[src/rtl/inst_mem_loader.sv]
// inst_mem_loader: takes a byte stream over valid/ready, packs big-endian byte
// pairs into 16-bit words and writes them to consecutive instruction-memory
// addresses from a programmable base. It keeps a 16-bit running checksum.
//
// Ports:
//   clk, rst_n                 clock, async active-low reset
//   start, base_address,       load request (taken in IDLE only), first word
//   word_count                 address and number of words (0..2^ADDR_WIDTH)
//   abort                      cancel an active load (HIGH/LOW/WRITE)
//   in_valid, in_data,         byte stream handshake
//   in_ready
//   wr_en, wr_address, wr_data single-cycle instruction-memory write port
//   busy, done, checksum       status: not idle, completion pulse, word sum
module inst_mem_loader #(
   parameter int unsigned ADDR_WIDTH = 10
) (
   input  logic                  clk,
   input  logic                  rst_n,
   input  logic                  start,
   input  logic [ADDR_WIDTH-1:0] base_address,
   input  logic [ADDR_WIDTH:0]   word_count,
   input  logic                  abort,
   input  logic                  in_valid,
   input  logic [7:0]            in_data,
   output logic                  in_ready,
   output logic                  wr_en,
   output logic [ADDR_WIDTH-1:0] wr_address,
   output logic [15:0]           wr_data,
   output logic                  busy,
   output logic                  done,
   output logic [15:0]           checksum
);

   localparam int unsigned CNT_W = ADDR_WIDTH + 1;

   typedef enum logic [2:0] {
      S_IDLE  = 3'd0,
      S_HIGH  = 3'd1,
      S_LOW   = 3'd2,
      S_WRITE = 3'd3,
      S_DONE  = 3'd4
   } state_t;

   state_t                  state_q, state_d;
   logic [ADDR_WIDTH-1:0]   addr_q, addr_d;
   logic [CNT_W-1:0]        rem_q, rem_d;
   logic [7:0]              hi_q, hi_d;
   logic                    in_ready_q, in_ready_d;
   logic                    wr_en_q, wr_en_d;
   logic [ADDR_WIDTH-1:0]   wr_address_q, wr_address_d;
   logic [15:0]             wr_data_q, wr_data_d;
   logic                    busy_q, busy_d;
   logic                    done_q, done_d;
   logic [15:0]             checksum_q, checksum_d;
   logic                    hs;

   // State register and registered outputs
   always_ff @(posedge clk or negedge rst_n) begin
      if (!rst_n) begin
         state_q      <= S_IDLE;
         addr_q       <= '0;
         rem_q        <= '0;
         hi_q         <= '0;
         in_ready_q   <= 1'b0;
         wr_en_q      <= 1'b0;
         wr_address_q <= '0;
         wr_data_q    <= '0;
         busy_q       <= 1'b0;
         done_q       <= 1'b0;
         checksum_q   <= '0;
      end else begin
         state_q      <= state_d;
         addr_q       <= addr_d;
         rem_q        <= rem_d;
         hi_q         <= hi_d;
         in_ready_q   <= in_ready_d;
         wr_en_q      <= wr_en_d;
         wr_address_q <= wr_address_d;
         wr_data_q    <= wr_data_d;
         busy_q       <= busy_d;
         done_q       <= done_d;
         checksum_q   <= checksum_d;
      end
   end

   // Next-state logic; outputs are precomputed from the next state so they
   // line up with the state they describe.
   always_comb begin
      state_d      = state_q;
      addr_d       = addr_q;
      rem_d        = rem_q;
      hi_d         = hi_q;
      wr_address_d = wr_address_q;
      wr_data_d    = wr_data_q;
      checksum_d   = checksum_q;
      // in_ready_q mirrors "state is HIGH or LOW", so this is state-only
      hs           = in_valid && in_ready_q;

      unique case (state_q)
         S_IDLE: begin
            if (start) begin
               addr_d     = base_address;
               rem_d      = word_count;
               checksum_d = '0;
               state_d    = (word_count == '0) ? S_DONE : S_HIGH;
            end
         end
         S_HIGH: begin
            if (abort) begin
               state_d = S_IDLE;
            end else if (hs) begin
               hi_d    = in_data;
               state_d = S_LOW;
            end
         end
         S_LOW: begin
            // Abort drops the half-assembled word
            if (abort) begin
               state_d = S_IDLE;
            end else if (hs) begin
               wr_data_d    = {hi_q, in_data};
               wr_address_d = addr_q;
               state_d      = S_WRITE;
            end
         end
         S_WRITE: begin
            // The write is already on the port; it completes even on abort
            checksum_d = checksum_q + wr_data_q;
            addr_d     = addr_q + ADDR_WIDTH'(1);
            rem_d      = rem_q - CNT_W'(1);
            if (abort) begin
               state_d = S_IDLE;
            end else if (rem_q == CNT_W'(1)) begin
               state_d = S_DONE;
            end else begin
               state_d = S_HIGH;
            end
         end
         S_DONE: begin
            state_d = S_IDLE;
         end
         default: begin
            state_d = S_IDLE;
         end
      endcase

      in_ready_d = (state_d == S_HIGH) || (state_d == S_LOW);
      wr_en_d    = (state_d == S_WRITE);
      busy_d     = (state_d != S_IDLE);
      done_d     = (state_d == S_DONE);
   end

   assign in_ready   = in_ready_q;
   assign wr_en      = wr_en_q;
   assign wr_address = wr_address_q;
   assign wr_data    = wr_data_q;
   assign busy       = busy_q;
   assign done       = done_q;
   assign checksum   = checksum_q;

endmodule

[config.mk]
export PLATFORM = sky130hd
export DESIGN_NAME = inst_mem_loader
export DESIGN_NICKNAME = d
export VERILOG_FILES = /design/src/rtl/inst_mem_loader.sv
export SDC_FILE = /design/constraint.sdc
export NUM_CORES = 1
export LEC_CHECK = 0
export CORE_UTILIZATION = 52
export CTS_BUF_LIST = sky130_fd_sc_hd__clkbuf_16
export CTS_CLUSTER_SIZE = 30
export DETAILED_ROUTE_END_ITERATION = 8
export PLACE_DENSITY = 0.92
export SKIP_LAST_GASP = 1
export SLEW_MARGIN = 10
export SYNTH_ARGS = -nofsm -noshare
export SYNTH_HDL_FRONTEND = slang
export SYNTH_SLANG_ARGS = --single-unit
[constraint.sdc]
create_clock -name clk -period 2.85 [get_ports clk]
set_input_delay 0.285 -clock clk [delete_from_list [all_inputs] [get_ports clk]]
set_output_delay 0.285 -clock clk [all_outputs]
set_load 0.01 [all_outputs]
==> metrics.md <==
| Metric | Value |
|---|---|
| Switching power | 1.41 mW |
| Most common cell in the netlist | nand2_1 |
| TritonCTS Buffers | 9 |
| Initial antenna violation count | 0 |
| Fraction of layout cells with a size suffix above 1 | 7.97% |
| Crit path time final | 2.48 ns |
| Worst R2R Path Depth | 10 |
| Final period utilization | 86.9% |
| CTS max path bufs | 2 |
| CP cell instances | ha_1 -> inv_1 -> fa_1 -> nor2b_1 -> o2111ai_1 -> a21oi_1 -> o21ai_2 -> a21boi_1 -> o21ai_0 -> a32o_1 |
| Fin area | 5280 um2 |
| P_int | 2.80 mW |
| Top FF cell, synth | dfrtp_1 |
| Die Ht | 90.5 um |
| Tot GR Track Use | 27.1% |
| Critical Path Fanout Max | 3 |
| Via density | 5.81 |
| Critical Path Sink | checksum[12] |
| DRT iter0 DRCs | 197 |
| Sw Share | 33.4% |
| Largest net degree at the start of global routing | 79 |
| Setup-failing EPs final | 0 |
| Unique masters post-synth | 55 |
| Hold crit path type | input port to asynchronous set/reset pin |
| Initial Utilization | 54.9% |
| Ports | 80 |
| Part of the power in registers | 41.3% |
| NumNets Final | 575 |
| Syn Nets | 497 |
| Critical-path top delay cell | fa_1 |
| Clock power frac | 29.7% |
| Area after DPL | 4950 um2 |
| Final Hold Vio Count | 0 |
| Area contributors post-synth | dfrtp_1 48%, nand2_1 10%, ha_1 5.5% |
| Worst Skew | 0.00755 ns |
| Area of the core | 7410 um2 |
| Final Max Slew Viols | 0 |
| DRC Markers | 0 |
| R2R Path Start | wr_data[0] |
| Static leakage | 2.40 nW |
| H-tree Lvls | 3 |
| EDFF count, synth | 0 |
| Reg2reg end | checksum[12] |
| Total setup buffers inserted after CTS | 0 |
| Cell type with the highest aggregate area in the netlist | dfrtp_1 |
| Clk pin slew, worst setup/hold paths | 0.06 ns |
| Post-DP HPWL | 7040 um |
| Gate Count Post-Synth | 444 |
| Internal reg-to-reg setup slack | 0.37 ns |
| Drt pass-1 iters | 5 |
| Pwr Density | 799 nW/um2 |
| Clock sinks | 78 |
| Die area | 8180 um2 |
| Outcome | complete, no violations |
| Fmax | 404 MHz |
| Max-Cap Viols | 0 |
| Worst skew pair latency | 0.34 ns |
| Maximum vdd drop | 0.000410 V |
| Worst path arrival time | 2.71 ns |
| Kind of critical path | flip-flop to flip-flop |
| Setup repair after global routing missed its margin | no |
| Vias | 3639 |
| Yosys warns | 0 |
| Antenna diode count | 0 |
| FF+latch count, synth | 78 |
| Grt ovf | 0 |
| Setup_tns | 0 ns |
| CP endpoint kind | flip-flop |
| Die width | 90.5 um |
| Ys async rst share | 100% |
| Crit path launch type | flip-flop |
| Post-Syn Area | 4070 um2 |
| Max-slew headroom | 35.6% |
| CTS Hold Bufs | 0 |
| CTS tree | done |
| IO Port Bufs | 79 |
| Total of fill cells in the finished design | 536 |
| PostCTS Resize Cnt | 0 |
| Post-synth top area share | 48.0% |
| Worst path required time | 3.08 ns |
| Area Growth Syn to Fin | 29.6% |
| Worst-margin pin slew | 0.965 ns |
| Sequential fraction of the synthesis area | 48.0% |
| Row cnt | 31 |
| First-pass GRT wire length | 17500 um |
| Vias in the first global route | 3563 |
| Logic pwr share | 28.9% |
| Antenna Nets Post-Route | 0 |
| Root Driver | clkbuf_16 |
| Synth cell count leaders | 112 x nand2_1, 78 x dfrtp_1, 36 x o21ai_0 |
| Routed len/inst | 17.1 um |
| Max incr delay on CP | 0.40 ns |
| Avg Inst Size Synth | 9.17 um2 |
| CP startpoint | wr_data[0] |
| Routability congestion estimate | 0.887 |
| Total wire length | 10700 um |
-- power by group through the flow --
stage / Clock, mW / Sequential [mW] / Combinational [mW]
after floorplan: 0 / 1.74 / 0.649
after global placement: 0 / 1.72 / 1.15
after detailed placement: 0 / 1.75 / 1.20
after CTS: 1.25 / 1.73 / 1.22
after global routing: 1.30 / 1.79 / 1.34
final: 1.25 / 1.74 / 1.22
-- critical path: cells and delay by family, from the launching register on --
kind | cells | cell delay [ns]
AO/OA/AOI/OAI | 6 | 1.15
adder cells (fa/ha/maj) | 2 | 0.61
buffers and inverters | 1 | 0.07
flip-flops | 1 | 0.38
AND/OR/NAND/NOR | 1 | 0.16
-- stage by stage --
| step | worst slack (ns) | std cells | power (mW) | hold WS, ns | util, % |
|---|---|---|---|---|---|
| floorplan | 0.677 | 444 | 2.39 | -0.0106 | - |
| global placement | 0.574 | 610 | 2.87 | 0.445 | 66.9 |
| detailed placement | 0.451 | 610 | 2.95 | 0.462 | 66.9 |
| CTS | 0.390 | 626 | 4.21 | 0.133 | 71.2 |
| global route | 0.247 | 626 | 4.42 | 0.187 | 71.2 |
| finish | 0.374 | 626 | 4.21 | 0.0985 | 71.2 |
-- cells by family (layout without fill, tap and decap cells) --
group	Yosys count	after routing	synth area share, %
AO/OA/AOI/OAI	108	108	17.2
XOR/XNOR	15	15	3.23
adder cells (fa/ha/maj)	19	19	6.03
buffers and inverters	32	115	3.10
flip-flops	78	78	48.0
multiplexers	8	8	2.21
AND/OR/NAND/NOR	184	184	20.3
-- cell type report --
type,instances,area (um2),share of cell area [%]
Clock buffer,9,225,4.27
Clock inverter,7,96.3,1.83
Inverter,14,52.6,0.996
Multi-Input combinational cell,334,1990,37.8
Sequential cell,78,1950,37.0
Tap cell,99,124,2.35
Timing Repair Buffer,85,833,15.8
-- state kept, by name, indices dropped and copies added, names as in the netlist, 3 cells and up --
signal / cells
state_q: 3
rem_q: 11
wr_address: 10
checksum: 16
wr_data: 16
addr_q: 10
hi_q: 8
-- metal layers --
metal / share of wire [%] / routed length (um) / track usage (%) / up-vias
met3: 7.3 / 784 / 7.49 / 20
li1: - / - / - / 1707
met4: 1.8 / 194 / 8.87 / 0
met5: 0 / 0 / 0 / -
met2: 50 / 5340 / 45.6 / 159
met1: 41 / 4390 / 33.6 / 1753
-- cells in the final DEF (no fill, tap or decap), drive strengths merged, types with 2 or more instances in the layout --
cell type	n
nand3	12
mux2	8
or2	3
dfrtp	78
clkinvlp	2
clkdlybuf4s50	78
o211ai	4
a31oi	4
nor4b	2
bufinv	2
nand2	113
nor4	5
a211oi	5
clkinv	2
a21o	3
o22ai	4
and3	2
nor2b	5
nor2	24
clkbuf	9
nand2b	3
ha	18
xnor2	7
a21boi	2
a311oi	2
xor2	8
a22oi	2
a221o	3
o21ai	40
a21oi	26
o31ai	3
nand4	5
inv	15
buf	7
nor3	7
-- how the worst min path moves through the flow --
stage | slack [ns] | endpoint | cells after the start | start
6_report | 0.1 | rem_q[6] | 1 | rst_n
3_5_place_dp | 0.46 | wr_address[7] | 2 | wr_address[7]
2_1_floorplan | -0.01 | addr_q[0] | 0 | rst_n
4_1_cts | 0.13 | rem_q[6] | 1 | rst_n
5_1_grt | 0.19 | rem_q[6] | 1 | rst_n
3_3_place_gp | 0.44 | wr_data[15] | 2 | hi_q[7]
Note: power is estimated with default switching activity, not from simulation.
